### src/rtl/alu_pkg.sv
// alu_pkg: opcodes, multiply/divide FSM states and issue helpers shared by
// alu_mdu and alu_mdu_core.
// Build option: define ALU_MDU_DIV_EN to include the iterative divider.
package alu_pkg;

  localparam logic [3:0] ALU_AND   = 4'b0000;
  localparam logic [3:0] ALU_OR    = 4'b0001;
  localparam logic [3:0] ALU_ADD   = 4'b0010;
  localparam logic [3:0] ALU_SLTU  = 4'b0011;
  localparam logic [3:0] ALU_SLL   = 4'b0100;
  localparam logic [3:0] ALU_SRL   = 4'b0101;
  localparam logic [3:0] ALU_SUB   = 4'b0110;
  localparam logic [3:0] ALU_SLT   = 4'b0111;
  localparam logic [3:0] ALU_MULT  = 4'b1000;
  localparam logic [3:0] ALU_MULTU = 4'b1001;
  localparam logic [3:0] ALU_DIV   = 4'b1010;
  localparam logic [3:0] ALU_DIVU  = 4'b1011;
  localparam logic [3:0] ALU_MFHI  = 4'b1100;
  localparam logic [3:0] ALU_MFLO  = 4'b1101;
  localparam logic [3:0] ALU_SRA   = 4'b1110;
  localparam logic [3:0] ALU_RSVD  = 4'b1111;

  typedef enum logic [1:0] {IDLE, MUL, DIV, FIX} state_t;

  // True for opcodes handed to the iterative engine. Without the divider,
  // DIV/DIVU stay single-cycle and are reported as illegal.
  function automatic logic is_multicycle(input logic [3:0] op);
`ifdef ALU_MDU_DIV_EN
    return (op == ALU_MULT) || (op == ALU_MULTU) || (op == ALU_DIV) || (op == ALU_DIVU);
`else
    return (op == ALU_MULT) || (op == ALU_MULTU);
`endif
  endfunction

endpackage

### src/rtl/alu_mdu_core.sv
// alu_mdu_core: iterative multiply/divide engine with HI/LO registers.
// Radix-2 shift-add multiply and restoring divide on operand magnitudes,
// with sign correction applied in the FIX state.
// Build option: define ALU_MDU_DIV_EN to include the divider step and DIV state.
module alu_mdu_core
  import alu_pkg::*;
#(
  parameter int WIDTH = 32
) (
  input  logic             clk,
  input  logic             rst,
  input  logic             start,
  input  logic             div_sel,
  input  logic             sgn,
  input  logic [WIDTH-1:0] a,
  input  logic [WIDTH-1:0] b,
  output logic             idle,
  output logic             done,
  output logic [WIDTH-1:0] res_lo,
  output logic             res_dbz,
  output logic [WIDTH-1:0] hi,
  output logic [WIDTH-1:0] lo
);

  localparam int CW = $clog2(WIDTH);
  // Steps are taken on WIDTH-1 MUL/DIV edges plus the FIX edge, so the
  // counter starts one below WIDTH-1 to keep the op at WIDTH+1 cycles.
  localparam logic [CW-1:0] CNT_LOAD = CW'(WIDTH - 2);

  state_t             state, state_nxt;
  logic [CW-1:0]      cnt;
  logic [2*WIDTH-1:0] acc, step, prod;
  logic [WIDTH-1:0]   mag_b, mag_a_in, mag_b_in, res_hi;
  logic [WIDTH:0]     mul_sum;
  logic               div_op, neg_q, neg_r, dbz;
  logic               sign_a, sign_b;
`ifdef ALU_MDU_DIV_EN
  logic [WIDTH:0]     div_shift;
  logic [WIDTH-1:0]   div_diff;
  logic               div_ge;
`endif

  assign sign_a   = sgn & a[WIDTH-1];
  assign sign_b   = sgn & b[WIDTH-1];
  assign mag_a_in = sign_a ? -a : a;
  assign mag_b_in = sign_b ? -b : b;
  assign idle     = (state == IDLE);
  assign done     = (state == FIX);

  // State register.
  // NOTE: sequential state uses non-blocking assignments so every flop samples pre-edge values.
  always_ff @(posedge clk) begin
    if (rst) state <= IDLE;
    else     state <= state_nxt;
  end

  // Next-state logic.
  // NOTE: every always_comb output gets a default first, so no path can infer a latch.
  always_comb begin
    state_nxt = state;
    case (state)
      IDLE: if (start) begin
`ifdef ALU_MDU_DIV_EN
        state_nxt = div_sel ? DIV : MUL;
`else
        state_nxt = MUL;
`endif
      end
      MUL, DIV: if (cnt == '0) state_nxt = FIX;
      FIX:      state_nxt = IDLE;
      default:  state_nxt = IDLE;
    endcase
  end

  // One iteration of the engine: multiplier bits consumed LSB first from
  // acc[WIDTH-1:0]; divide shifts the dividend out of the same half.
  always_comb begin
    mul_sum = {1'b0, acc[2*WIDTH-1:WIDTH]} + (acc[0] ? {1'b0, mag_b} : '0);
    step    = {mul_sum, acc[WIDTH-1:1]};
`ifdef ALU_MDU_DIV_EN
    div_shift = {acc[2*WIDTH-1:WIDTH], acc[WIDTH-1]};
    div_ge    = (div_shift >= {1'b0, mag_b});
    div_diff  = div_shift[WIDTH-1:0] - mag_b;
    if (div_op) step = {div_ge ? div_diff : div_shift[WIDTH-1:0], acc[WIDTH-2:0], div_ge};
`endif
  end

  // Final step plus sign correction; divide-by-zero forces an all-ones quotient
  // while the remainder naturally reproduces the dividend.
  always_comb begin
    prod    = neg_q ? -step : step;
    res_hi  = prod[2*WIDTH-1:WIDTH];
    res_lo  = prod[WIDTH-1:0];
    res_dbz = 1'b0;
    if (div_op) begin
      res_lo  = dbz ? '1 : (neg_q ? -step[WIDTH-1:0] : step[WIDTH-1:0]);
      res_hi  = neg_r ? -step[2*WIDTH-1:WIDTH] : step[2*WIDTH-1:WIDTH];
      res_dbz = dbz;
    end
  end

  // Operand latch at accept, iteration, and HI/LO write-back at FIX.
  always_ff @(posedge clk) begin
    if (rst) begin
      cnt    <= '0;
      acc    <= '0;
      mag_b  <= '0;
      div_op <= 1'b0;
      neg_q  <= 1'b0;
      neg_r  <= 1'b0;
      dbz    <= 1'b0;
      hi     <= '0;
      lo     <= '0;
    end else begin
      case (state)
        IDLE: if (start) begin
          cnt    <= CNT_LOAD;
          acc    <= {{WIDTH{1'b0}}, mag_a_in};
          mag_b  <= mag_b_in;
          div_op <= div_sel;
          neg_q  <= sign_a ^ sign_b;
          neg_r  <= sign_a;
          dbz    <= div_sel & (b == '0);
        end
        MUL, DIV: begin
          acc <= step;
          if (cnt != '0) cnt <= cnt - CW'(1);
        end
        FIX: begin
          hi <= res_hi;
          lo <= res_lo;
        end
        default: ;
      endcase
    end
  end

endmodule

### src/rtl/alu_mdu.sv
// alu_mdu: EX-stage ALU with single-cycle logic/shift/add ops, an iterative
// MULT/DIV engine (alu_mdu_core), valid/ready issue and registered outputs.
// Build option: define ALU_MDU_DIV_EN to build the divider; otherwise DIV/DIVU
// complete in one cycle as illegal.
module alu_mdu
  import alu_pkg::*;
#(
  parameter int WIDTH = 32,
  parameter int SHW   = $clog2(WIDTH)
) (
  input  logic             clk,
  input  logic             rst,
  input  logic             in_valid,
  output logic             in_ready,
  input  logic [WIDTH-1:0] in0,
  input  logic [WIDTH-1:0] in1,
  input  logic [3:0]       ALUCtrl,
  input  logic [SHW-1:0]   shamt,
  output logic             out_valid,
  output logic [WIDTH-1:0] ALUResult,
  output logic             Zero,
  output logic             illegal,
  output logic             div_by_zero
);

  logic             accept, multi, core_idle, core_done, core_dbz, sc_illegal;
  logic [WIDTH-1:0] core_lo, hi, lo, sc_result;

  assign in_ready = core_idle;
  assign accept   = in_valid && in_ready;
  assign multi    = is_multicycle(ALUCtrl);

  alu_mdu_core #(.WIDTH(WIDTH)) u_core (
    .clk     (clk),
    .rst     (rst),
    .start   (accept && multi),
    .div_sel (ALUCtrl[1]),
    .sgn     (~ALUCtrl[0]),
    .a       (in0),
    .b       (in1),
    .idle    (core_idle),
    .done    (core_done),
    .res_lo  (core_lo),
    .res_dbz (core_dbz),
    .hi      (hi),
    .lo      (lo)
  );

  // Single-cycle result; anything not listed (reserved, and DIV/DIVU when the
  // divider is absent) is illegal with a zero result.
  always_comb begin
    sc_result  = '0;
    sc_illegal = 1'b0;
    case (ALUCtrl)
      ALU_AND:  sc_result = in0 & in1;
      ALU_OR:   sc_result = in0 | in1;
      ALU_ADD:  sc_result = in0 + in1;
      ALU_SUB:  sc_result = in0 - in1;
      ALU_SLL:  sc_result = in0 << shamt;
      ALU_SRL:  sc_result = in0 >> shamt;
      ALU_SRA:  sc_result = $unsigned($signed(in0) >>> shamt);
      ALU_SLT:  sc_result = {{(WIDTH-1){1'b0}}, $signed(in0) < $signed(in1)};
      ALU_SLTU: sc_result = {{(WIDTH-1){1'b0}}, in0 < in1};
      ALU_MFHI: sc_result = hi;
      ALU_MFLO: sc_result = lo;
      default:  sc_illegal = 1'b1;
    endcase
  end

  // Output registers; a finishing mul/div and a single-cycle accept are
  // mutually exclusive because accept needs the engine idle.
  always_ff @(posedge clk) begin
    if (rst) begin
      out_valid   <= 1'b0;
      ALUResult   <= '0;
      Zero        <= 1'b1;
      illegal     <= 1'b0;
      div_by_zero <= 1'b0;
    end else if (core_done) begin
      out_valid   <= 1'b1;
      ALUResult   <= core_lo;
      Zero        <= (core_lo == '0);
      illegal     <= 1'b0;
      div_by_zero <= core_dbz;
    end else if (accept && !multi) begin
      out_valid   <= 1'b1;
      ALUResult   <= sc_result;
      Zero        <= (sc_result == '0);
      illegal     <= sc_illegal;
      div_by_zero <= 1'b0;
    end else begin
      out_valid   <= 1'b0;
      illegal     <= 1'b0;
      div_by_zero <= 1'b0;
    end
  end

endmodule

### config.mk
export PLATFORM = sky130hd
export DESIGN_NAME = alu_mdu
export DESIGN_NICKNAME = d
export VERILOG_FILES = /design/src/rtl/alu_pkg.sv /design/src/rtl/alu_mdu_core.sv /design/src/rtl/alu_mdu.sv
export SDC_FILE = /design/constraint.sdc
export NUM_CORES = 1
export LEC_CHECK = 0
export CAP_MARGIN = 5
export CORE_ASPECT_RATIO = 1.1
export CORE_MARGIN = 2
export CORE_UTILIZATION = 30
export DETAILED_ROUTE_END_ITERATION = 10
export GPL_TIMING_DRIVEN = 0
export SYNTH_ARGS = -nofsm -noshare
export SYNTH_HDL_FRONTEND = slang
export SYNTH_SLANG_ARGS = --single-unit
export TNS_END_PERCENT = 10
### constraint.sdc
create_clock -name clk -period 4.6 [get_ports clk]
set_clock_uncertainty 0.1 [all_clocks]
set_input_delay 0.46 -clock clk [delete_from_list [all_inputs] [get_ports clk]]
set_output_delay 0.46 -clock clk [all_outputs]
set_load 0.02 [all_outputs]
[Word level (Yosys, flattened, before mapping)]
Cells that the tools add are included.
Widths: inputs -> output; s select.
Storage, ports and cells
  flip-flop bits (word level): 207
  input bits: 76
  output and inout bits: 37
Operators by class
  add/subtract/negate cells: 9
  order comparisons: 2
  eq/ne operators: 18
  shift-type cells: 3
  mux-type cells: 25
  bitwise gates (word level): 10
  reductions and logical operators: 22
Operator list (count)
  $pmux 32 s11: 1
  $mux 32: 10
  $mux 64: 2
  $neg 32->32: 4
  $pmux 64 s2: 1
  $logic_not 32->1: 3
  $lt 32x32->1: 2
  $neg 64->64: 1
  $add 32x33->33: 1
  $add 32x32->32: 1
  $and 32x32->32: 1
  $or 32x32->32: 1
  $shl 32x5->32: 1
  $shr 32x5->32: 1
  $sshr 32x5->32: 1
  $sub 32x32->32: 1
  $eq 4x4->1 const B: 5
  $eq 4x3->1 const B: 4
  $reduce_or 11->1: 1
  $mux 5: 2
  $pmux 5 s2: 1
  $eq 4x2->1 const B: 2
  $ne 2x1->1 const B: 3
  $pmux 2 s3: 1
  other kinds (21): 38

[Depth between registers and ports, before layout]
Gate-level depths: netlist (run 1).
  depth after elaboration: 8
  gate-level depth with buffers: 16
  depth with buffers taken out: 15

[Modules after synthesis]
A second synthesis (run 1) with hierarchy kept.
Unflattened totals
  cells, all modules: 3230
  area, all modules: 24075.6 µm²
Modules (own cells, without submodules)
  alu_mdu: instances 1, cells each 1780, area each 12806.0 µm², seq. area each 720.7 µm²
  alu_mdu_core: instances 1, cells each 1450, area each 11269.6 µm², seq. area each 3423.3 µm²

[Worst setup path after synthesis (run 1)]
Ideal clock, no wire load.
  path kind: register to register
  from: reg u_core.acc[0]
  to: reg u_core.hi[28]
  library setup time: 0.137 ns
  arrival time: 3.713 ns
  slack: 0.649 ns
  stages on the path, launching flop included: 17
  path buffers: 3
  clock period less this slack: 3.951 ns
  cell sequence: dfxtp_1 -> clkbuf_1 -> and2_1 -> ha_1 -> buf_2 -> and2_1 -> and3_1 -> clkbuf_1 -> a211oi_2 -> o41a_1 -> a221oi_1 -> xnor2_1 -> nand4_1 -> or4b_1 -> o21ai_1 -> o21a_1 -> o221ai_1
Between the ends
  word-level cells in the longest chain between the ends: 5
  elaborated cells on any way between the ends: 7
RTL lines
  from (decl): line alu_mdu_core.sv:32  | logic [2*WIDTH-1:0] acc, step, prod;
  from (signal assigned): line alu_mdu_core.sv:118  | acc <= {{WIDTH{1'b0}}, mag_a_in};
  from (signal assigned): line alu_mdu_core.sv:126  | acc <= step;
  $mux 32 (*): line alu_mdu_core.sv:78  | mul_sum = {1'b0, acc[2*WIDTH-1:WIDTH]} + (acc[0] ? {1'b0, mag_b} : '0);
  $add 32x33->33 (*): line alu_mdu_core.sv:78
  $neg 64->64 or $neg 32->32 (tied branches): line alu_mdu_core.sv:91, alu_mdu_core.sv:97
  $mux 64 or $mux 32 (tied branches): line alu_mdu_core.sv:91, alu_mdu_core.sv:97
  $mux 32 (*): line alu_mdu_core.sv:95  | if (div_op) begin
  to (signal assigned): line alu_mdu_core.sv:130  | hi <= res_hi;
  to (decl): line alu_mdu_core.sv:21  | output logic [WIDTH-1:0] hi,
Mark *: on every way between the ends. The rest lies on a longest branch, timed or not.
A chain may end at the register's enable or synchronous reset.

[Worst setup path after layout (run 1)]
  from: in shamt[3]
  to: reg Zero
Between the ends
  word-level cells in the longest chain between the ends: 5
  elaborated cells on any way between the ends: 7
RTL lines
  from (decl): line alu_mdu.sv:18  | input logic [SHW-1:0] shamt,
  $sshr 32x5->32 (tied with other cells): line alu_mdu.sv:61  | ALU_SRA: sc_result = $unsigned($signed(in0) >>> shamt);
  $pmux 32 s11 (*): line alu_mdu.sv:54  | case (ALUCtrl)
  $logic_not 32->1 (*): line alu_mdu.sv:88  | Zero <= (sc_result == '0);
  $mux 1 (*): line alu_mdu.sv:85  | end else if (accept && !multi) begin
  $mux 1 (*): line alu_mdu.sv:79  | end else if (core_done) begin
  to (signal assigned): line alu_mdu.sv:82  | Zero <= (core_lo == '0);
  to (signal assigned): line alu_mdu.sv:88
  to (decl): line alu_mdu.sv:21  | output logic Zero,
Mark *: on every way between the ends. The rest lies on a longest branch, timed or not. The select of a mux whose other input is x is not followed.

==> impl_summary.txt, run 1 <==
----------------------------------------------------
[Status]
  Outcome ... complete, but fails checks
  Violated checks ... setup timing

[Clocking]
  Inserted Clock Buffers ... 20
  Latest clock arrival within the worst-skew pair ... 0.52 ns
  Reg clk slew, reported paths ... 0.07 ns
  Clock tree from TritonCTS ... yes
  Number of buffers between clock root and the deepest sink ... 3
  H-tree levels ... 1
  Number of sinks handled by clock tree synthesis ... 207
  Clock root buffer ... sky130_fd_sc_hd__clkbuf_16

[STA]
  Minimum clock period ... 4.72 ns
  Rel. slew slack ... 13.5%
  Total Neg Setup Slack ... -0.117 ns
  Highest attainable clock frequency ... 0.212 GHz
  Final Hold Slack ... 0.354 ns
  Total of endpoints with negative setup slack in the final report ... 1
  Unrepaired setup endpoints after global routing ... yes
  Period utilization ... 103%
  Transition time at the pin with the least slew margin ... 1.30 ns
  Final hold vios ... 0
  Minimum setup slack in the final design ... -0.117 ns
  Pins over their slew limit ... 0

[Die]
  Die X ... 271 µm
  Die Height ... 298 µm
  Area of the core region ... 77,500 µm²
  Site row count ... 107
  Starting Density ... 30.4%
  Floorplan die area ... 80,700 µm²
  I/O pin count ... 113

[Global routing]
  Vias in the first global route ... 26.2k
  Number of antenna violations at the first check in global routing ... 4
  GRT Residual Overflow ... 0
  Pin count of the biggest net entering global routing ... 17
  GRT Resource Usage Total ... 35.3%
  First-pass GRT wire length ... 206 mm

[Drt]
  Total Wirelength ... 149 mm
  Average wire per cell in the routed design ... 33.5 µm
  TritonRoute pass-1 iters ... 9
  Total via count after detailed routing ... 28.2k
  First DRT Iteration DRCs ... 3,953
  Residual DRC ... 0
  Vias per cell ... 6.35
  Final ANT Viol Nets ... 0

[Worst setup path]
  Type of origin of the critical path ... input port
  CP max FO ... 10
  Required time at the worst-slack endpoint ... 4.92 ns
  Arrival time of the worst setup path ... 5.04 ns
  Depth of the most critical reg-to-reg path ... 16
  Worst Setup End Kind ... flop
  Crit Path Class ... input port to flop

[Min path]
  Number of cells traversed by the worst hold path ... 2
  Class of the most critical hold timing path ... flop to flop

[Run]
  Max Cap Viol ... 0

[Logic synthesis]
  Synthesized cell area ... 23,500 µm²
  Sequential element share of the synthesized area ... 17.6%
  Compound-gate portion of the synthesized area ... 29.4%
  Cell count after synthesis ... 3,233
  Number of warning messages in the yosys log ... 0
  Mean instance size in the synthesized netlist ... 7.28 µm²
  XOR/XNOR Fraction of Synth Area ... 5.02%
  Post-synth EDFFs ... 0
  Leading register cell type out of synthesis ... sky130_fd_sc_hd__dfxtp_1
  Multiplexer share of the synthesized area ... 9.96%
  Dominant combinational cell family by area after synthesis ... compound AO/OA/AOI/OAI gates
  Basic-gate share of the synthesized area counting and, or, nand and nor cells ... 23.2%
  Async set or reset register ratio after synthesis ... 0%
  Number of storage elements in the synthesis netlist ... 207
  Synthesized net count ... 3,461
  Netlist cell types ... 103
  Adder and majority gate portion of the synthesized area ... 8.18%

[Power and ir drop]
  Worst ir drop on vdd ... 0.280 mV
  Power per standard cell area ... 329 nW/µm²
  Pleak ... 10.7 nW

[Place]
  Placed Area ... 25,900 µm²
  Final weighted congestion of routability-driven global placement ... 1.07
  Number of buffers inserted by port buffering ... 108
  Final HPWL from detailed placement ... 121 mm

[Layout]
  Layout-stage area growth over the synthesis result ... 19.0%
  Fraction of layout instances using a drive strength above 1 ... 13.1%
  Post-layout instance area ... 28,000 µm²
  Layout net count ... 3,615

----------------------------------------------------
[cells in the final DEF (no fill, tap or decap), drive strengths merged, types with 15 or more instances in the layout]
master         count
a21oi            268
nand4             31
nor2             383
xor2              36
nand3             68
a22oi             42
clkdlybuf4s50     61
and2              47
nand2b            27
clkbuf           208
ha               149
o21ai            197
nand2            347
or2               18
a221oi            24
a211o             16
a21o              29
nor2b             18
a311oi            17
or3               32
a22o              22
clkinvlp          19
mux4              58
o221ai            18
mux2              21
nor4              32
o211ai            45
inv              113
dfxtp            207
a211oi            81
o21a              17
a31oi             33
o31ai             36
buf              114
o21bai            15
xnor2             99
nor3              82
mux2i             77
and3              26
o22ai             21
[layout make-up]
class | count | area, µm²
flip-flops and latches | 207 | 4150
clock inverters | 12 | 246
well taps | 1035 | 1290
plain buffers | 248 | 1260
multi-input cells | 2637 | 18700
repair buffers | 142 | 1280
fillers | 8247 | 49500
inverters | 131 | 563
clock buffers | 24 | 547
diodes | 5 | 12.5
[report_power, final]
part,internal (mW),leakage [nW],switching [mW]
Clock,1.25,0.388,0.789
Combinational,1.55,8.62,3.25
Sequential,2.03,1.68,0.348
Total,4.82,10.7,4.39
[kinds of logic (layout without fill, tap and decap cells)]
group | count (synthesis) | count (layout)
AOI/OAI and AO/OA | 1029 | 1029
xor gates and xnor gates | 135 | 135
adders and majority gates | 152 | 152
buffers and inverters | 389 | 557
DFF | 207 | 207
muxes | 156 | 156
other | 0 | 5
and+or+nand+nor | 1165 | 1165
[path summary, 6_finish.rpt]
| check | endpoint | from | slack, ns |
|---|---|---|---|
| worst max-delay path | Zero | shamt[3] | -0.12 |
| worst max register to register | u_core.hi[28] | u_core.acc[0] | 0.06 |
| worst min register to register | u_core.lo[19] | u_core.lo[19] | 0.35 |
| worst min-delay path | u_core.lo[19] | u_core.lo[19] | 0.35 |
[per-layer routing]
| layer | vias up | wire length, µm | GRT usage, % |
|---|---|---|---|
| met5 | - | 13 | 0 |
| met4 | 2 | 10900 | 21.0 |
| met3 | 354 | 13100 | 5.90 |
| met2 | 1757 | 64900 | 55.2 |
| met1 | 13900 | 60000 | 45.5 |
| li1 | 12300 | - | - |
[metrics by stage]
step                      setup slack [ns]  power [mW]  util, %  cells
final                               -0.117        9.21     36.1   4441
after global routing               -0.0402        9.53     36.1   4436
after CTS                          -0.0368        8.97     35.6   4429
after detailed placement             -3.21        6.80     33.5   4379
after global placement               -3.36        6.84     33.4   4376
after floorplan                      0.649        4.95        -   3233
[repair_timing]
| action | in CTS | in global routing |
|---|---|---|
| cloned | 0 | 0 |
| endpoints found under the setup margin | 61 | 21 |
| hold buffers | 0 | 0 |
| pin swaps | 21 | 19 |
| buffers inserted | 20 | 11 |
| resized for setup | 307 | 131 |
[flip-flops by register name (all words and copies together), names as in the netlist, 2 cells and up]
name          count
u_core.mag_b     32
u_core.cnt        5
u_core.hi        32
u_core.lo        32
u_core.state      2
u_core.acc       64
ALUResult        32
[synth_stat cells, types with 35 or more instances]
master / n / area share (%)
sky130_fd_sc_hd__inv_1: 131 / 2.1
sky130_fd_sc_hd__a211oi_1: 80 / 2.6
sky130_fd_sc_hd__xor2_1: 36 / 1.3
sky130_fd_sc_hd__nor2_1: 383 / 6.1
sky130_fd_sc_hd__o21ai_0: 188 / 4.0
sky130_fd_sc_hd__and2_1: 47 / 1.2
sky130_fd_sc_hd__a21oi_1: 268 / 5.7
sky130_fd_sc_hd__ha_1: 149 / 7.9
sky130_fd_sc_hd__clkbuf_1: 191 / 3.0
sky130_fd_sc_hd__xnor2_1: 99 / 3.7
sky130_fd_sc_hd__a22oi_1: 42 / 1.3
sky130_fd_sc_hd__o211ai_1: 45 / 1.4
sky130_fd_sc_hd__mux2i_1: 77 / 3.3
sky130_fd_sc_hd__nor3_1: 81 / 1.7
sky130_fd_sc_hd__buf_2: 35 / 0.74
sky130_fd_sc_hd__mux4_2: 50 / 4.8
sky130_fd_sc_hd__dfxtp_1: 207 / 18
sky130_fd_sc_hd__nand2_1: 347 / 5.5
sky130_fd_sc_hd__nand3_1: 68 / 1.4
[worst max-delay path, stage by stage]
cell	delay, ns
sky130_fd_sc_hd__buf_2	0.16
sky130_fd_sc_hd__inv_1	0.14
sky130_fd_sc_hd__buf_2	0.40
sky130_fd_sc_hd__buf_2	0.42
sky130_fd_sc_hd__clkbuf_1	0.81
sky130_fd_sc_hd__mux2i_1	0.53
sky130_fd_sc_hd__o221ai_1	0.42
sky130_fd_sc_hd__a2111oi_4	0.48
sky130_fd_sc_hd__nand4_1	0.31
sky130_fd_sc_hd__nor4_4	0.29
sky130_fd_sc_hd__nand4_1	0.25
sky130_fd_sc_hd__o31ai_4	0.33
(Power assumes the default switching activity.)
==> run 2, diff against run 1 <==
==> constraint.sdc (replaced) <==
create_clock -name clk -period 3.9 [get_ports clk]
set_clock_uncertainty 0.1 [all_clocks]
set_input_delay 0.39 -clock clk [delete_from_list [all_inputs] [get_ports clk]]
set_output_delay 0.39 -clock clk [all_outputs]
set_load 0.02 [all_outputs]
==> run 2 against run 1 <==
Effect of this change: utilization grew 1.4 points; clock power is essentially flat; global-route usage shrank 0.57 points; combinational power grew 23%; register-to-register slack lost 0.42 ns; worst setup slack lost 0.32 ns; flip-flop and latch count is the same; hold slack lost 0.070 ns; sequential share of layout area shrank 0.56 points; critical path depth is the same; non-clock buffer count grew 35; the run still ends with setup timing left.
==> impl_summary.txt, run 2 (same netlist as run 1, synthesis figures left out) <==
----------------------------------------------------
[Worst setup path]
  Arrival time of the worst setup path ... 4.67 ns (was 5.04 ns)
  Crit Path Class ... input port to flop (unchanged)
  Worst R2R Start ... u_core.acc[0] (unchanged)
  Reg-to-reg endpoint ... u_core.hi[27] (was u_core.hi[28])
  Worst Setup End Kind ... flop (unchanged)
  First element of the critical path ... ALUCtrl[0] (was shamt[3])
  Depth of the most critical reg-to-reg path ... 16 (unchanged)
  CP max FO ... 10 (unchanged)
  Slowest stage cell on the critical path ... sky130_fd_sc_hd__clkdlybuf4s50_1 (was sky130_fd_sc_hd__clkbuf_1)
  Cell with the most instances on the worst path ... sky130_fd_sc_hd__nand4_1 (was sky130_fd_sc_hd__buf_2)
  Setup slack, reg-to-reg ... -0.36 ns (was 0.06 ns)
  Critical-path cell list ... clkdlybuf4s50_1 > clkbuf_4 > mux2i_1 > o22ai_1 > a221o_1 > a211oi_1 > o21ai_1 > nor4_1 > nand4_1 > nor4_4 > nand4_1 > o31ai_2 (was buf_2 > inv_1 > buf_2 > buf_2 > clkbuf_1 > mux2i_1 > o221ai_1 > a2111oi_4 > nand4_1 > nor4_4 > nand4_1 > o31ai_4)
  Type of origin of the critical path ... input port (unchanged)
  Largest stage delay on the critical path ... 0.69 ns (was 0.81 ns)
  Required time at the worst-slack endpoint ... 4.23 ns (was 4.92 ns)

[Layout]
  Layout-stage area growth over the synthesis result ... 23.7% (was 19.0%)
  Number of flip-flops in the largest register ... 64 (unchanged)
  Most common cell after layout, fill and taps aside ... sky130_fd_sc_hd__nor2_1 (unchanged)
  Fraction of layout instances using a drive strength above 1 ... 18.4% (was 13.1%)
  Register bank with the most flops ... u_core.acc (unchanged)
  Layout net count ... 3,651 (was 3,615)
  Most frequent cells in the layout ... sky130_fd_sc_hd__nor2_1, sky130_fd_sc_hd__nand2_1, sky130_fd_sc_hd__a21oi_1, sky130_fd_sc_hd__dfxtp_1, sky130_fd_sc_hd__o21ai_0 (unchanged)

[Drt]
  Vias per cell ... 6.42 (was 6.35)
  TritonRoute pass-1 iters ... 6 (was 9)
  Highest metal layer with signal wires ... met5 (unchanged)
  Total via count after detailed routing ... 28.7k (was 28.2k)
  Total Wirelength ... 147 mm (was 149 mm)
  Final ANT Viol Nets ... 0 (unchanged)
  Length of routed met2 wiring ... 62.7 mm (was 64.9 mm)
  Residual DRC ... 0 (unchanged)
  Metal1 wirelength ... 57.6 mm (was 60.0 mm)
  Detailed route wirelength on metal3 ... 14.5 mm (was 13.1 mm)
  Average wire per cell in the routed design ... 32.9 µm (was 33.5 µm)
  First DRT Iteration DRCs ... 4,178 (was 3,953)

[Power and ir drop]
  Pleak ... 11.0 nW (was 10.7 nW)
  Total design power ... 10.8 mW (was 9.21 mW)
  Logic pwr share ... 54.7% (was 52.1%)
  Net switching power ... 5.29 mW (was 4.39 mW)
  Power per standard cell area ... 371 nW/µm² (was 329 nW/µm²)
  Part of the power in the clock network ... 19.1% (was 22.1%)
  Pint ... 5.51 mW (was 4.82 mW)
  Worst ir drop on vdd ... 0.300 mV (was 0.280 mV)
  Sequential Power Share ... 26.2% (was 25.8%)
  Switching power as a share of total power ... 49.0% (was 47.6%)

[Place]
  Final weighted congestion of routability-driven global placement ... 1.09 (was 1.07)
  Final HPWL from detailed placement ... 118 mm (was 121 mm)
  Number of buffers inserted by port buffering ... 108 (unchanged)

[STA]
  Final hold vios ... 0 (unchanged)
  Highest attainable clock frequency ... 0.230 GHz
  Unrepaired setup endpoints after global routing ... yes (unchanged)
  Minimum clock period ... 4.34 ns
  Period utilization ... 111%
  Transition time at the pin with the least slew margin ... 1.09 ns (was 1.30 ns)
  Rel. slew slack ... 27.5% (was 13.5%)
  Total of endpoints with negative setup slack in the final report ... 31 (was 1)
  Minimum setup slack in the final design ... -0.441 ns (was -0.117 ns)
  Pins over their slew limit ... 0 (unchanged)
  Total Neg Setup Slack ... -3.89 ns (was -0.117 ns)

[Global routing]
  GRT Residual Overflow ... 0 (unchanged)
  Vias in the first global route ... 26.4k (was 26.2k)
  GRT Resource Usage Total ... 34.8% (was 35.3%)
  Number of antenna violations at the first check in global routing ... 9 (was 4)
  First-pass GRT wire length ... 204 mm (was 206 mm)
  Pin count of the biggest net entering global routing ... 14 (was 17)

[Run]
  Max Cap Viol ... 0 (unchanged)

[Die]
  Die Height ... 298 µm (unchanged)
  Area of the core region ... 77,500 µm² (unchanged)
  Site row count ... 107 (unchanged)
  Die X ... 271 µm (unchanged)
  Floorplan die area ... 80,700 µm² (unchanged)
  I/O pin count ... 113 (unchanged)
  Starting Density ... 30.4% (unchanged)

[Min path]
  Hold path startpoint ... in1[8] (was u_core.lo[19])
  End of the worst hold path ... u_core.mag_b[8] (was u_core.lo[19])
  Class of the most critical hold timing path ... input port to flop (was flop to flop)
  Number of cells traversed by the worst hold path ... 3 (was 2)

[Clocking]
  Hold Buf Count CTS ... 0 (unchanged)
  Number of buffers between clock root and the deepest sink ... 3 (unchanged)
  H-tree levels ... 1 (unchanged)
  Clock tree from TritonCTS ... yes (unchanged)
  Reg clk slew, reported paths ... 0.07 ns (about the same)
  Number of sinks handled by clock tree synthesis ... 207 (unchanged)
  Latest clock arrival within the worst-skew pair ... 0.52 ns (about the same)
  Clock root buffer ... sky130_fd_sc_hd__clkbuf_16 (unchanged)
  Inserted Clock Buffers ... 21 (was 20)

[Status]
  Outcome ... complete, but fails checks (unchanged)
  Violated checks ... setup timing (unchanged)

----------------------------------------------------
[run 2: cell types whose count changed in the layout (fill, tap and decap cells not counted), moves of 11 or more]
cell                       delta
sky130_fd_sc_hd__a21oi_1     -16
sky130_fd_sc_hd__a21oi_2     +13
sky130_fd_sc_hd__buf_4       +52
sky130_fd_sc_hd__clkbuf_1    -23
sky130_fd_sc_hd__ha_1        -16
sky130_fd_sc_hd__nor2_1      -11
[run 2: per-stage QoR]
step	util (%)	hold WS [ns]	std cells	worst slack, ns	area (µm²)
4_1_cts	36.7	0.315	4448	-0.261	28400
6_report	37.6	0.285	4467	-0.441	29100
2_1_floorplan	-	0.322	3233	0.0207	23500
3_3_place_gp	33.4	0.332	4376	-3.55	25900
3_5_place_dp	33.5	0.333	4381	-3.47	26000
5_1_grt	37.6	0.294	4466	-0.457	29100
[run 2: timing repair]
| item | in CTS | in global routing |
|---|---|---|
| setup endpoints to repair | 135 | 64 |
| resized for setup | 563 | 130 |
| setup buffers | 54 | 20 |
| pin swaps | 56 | 52 |
[run 2: worst max path at each step]
stage                          to  slack [ns]  depth (start not counted)
floorplan           u_core.hi[28]        0.02                         16
global placement             Zero       -3.55                         16
detailed placement           Zero       -3.47                         16
CTS                 u_core.hi[28]       -0.26                         16
global route        u_core.hi[30]       -0.46                         16
finish                       Zero       -0.44                         12
[run 2: cell type report]
class	count	area, µm²
fillers	8164	48400
multi-input cells	2637	19400
flip-flops and latches	207	4150
repair buffers	186	1610
plain buffers	239	1420
well taps	1035	1290
inverters	131	572
clock buffers	26	564
clock inverters	5	78.8
diodes	1	2.50
[run 2: critical path, delay by kind of cell]
family	cells	cell delay, ns
AND/OR/NAND/NOR	4	1.19
multiplexers	1	0.60
AO/OA/AOI/OAI	5	1.39
buffers and inverters	2	1.07
[run 2: metal layers]
layer	vias to the layer above	global-route usage [%]
li1	12300	-
met1	14000	45.4
met2	1967	53.4
met3	416	5.33
met4	2	22.1
met5	-	0
[run 2: power by group through the flow]
stage               Combinational [mW]  Clock (mW)  Sequential, mW
floorplan                         3.11           0            2.73
global placement                  5.24           0            2.84
detailed placement                5.22           0            2.83
CTS                               5.57        2.06            2.80
global route                      6.14        2.12            2.83
finish                            5.91        2.06            2.83
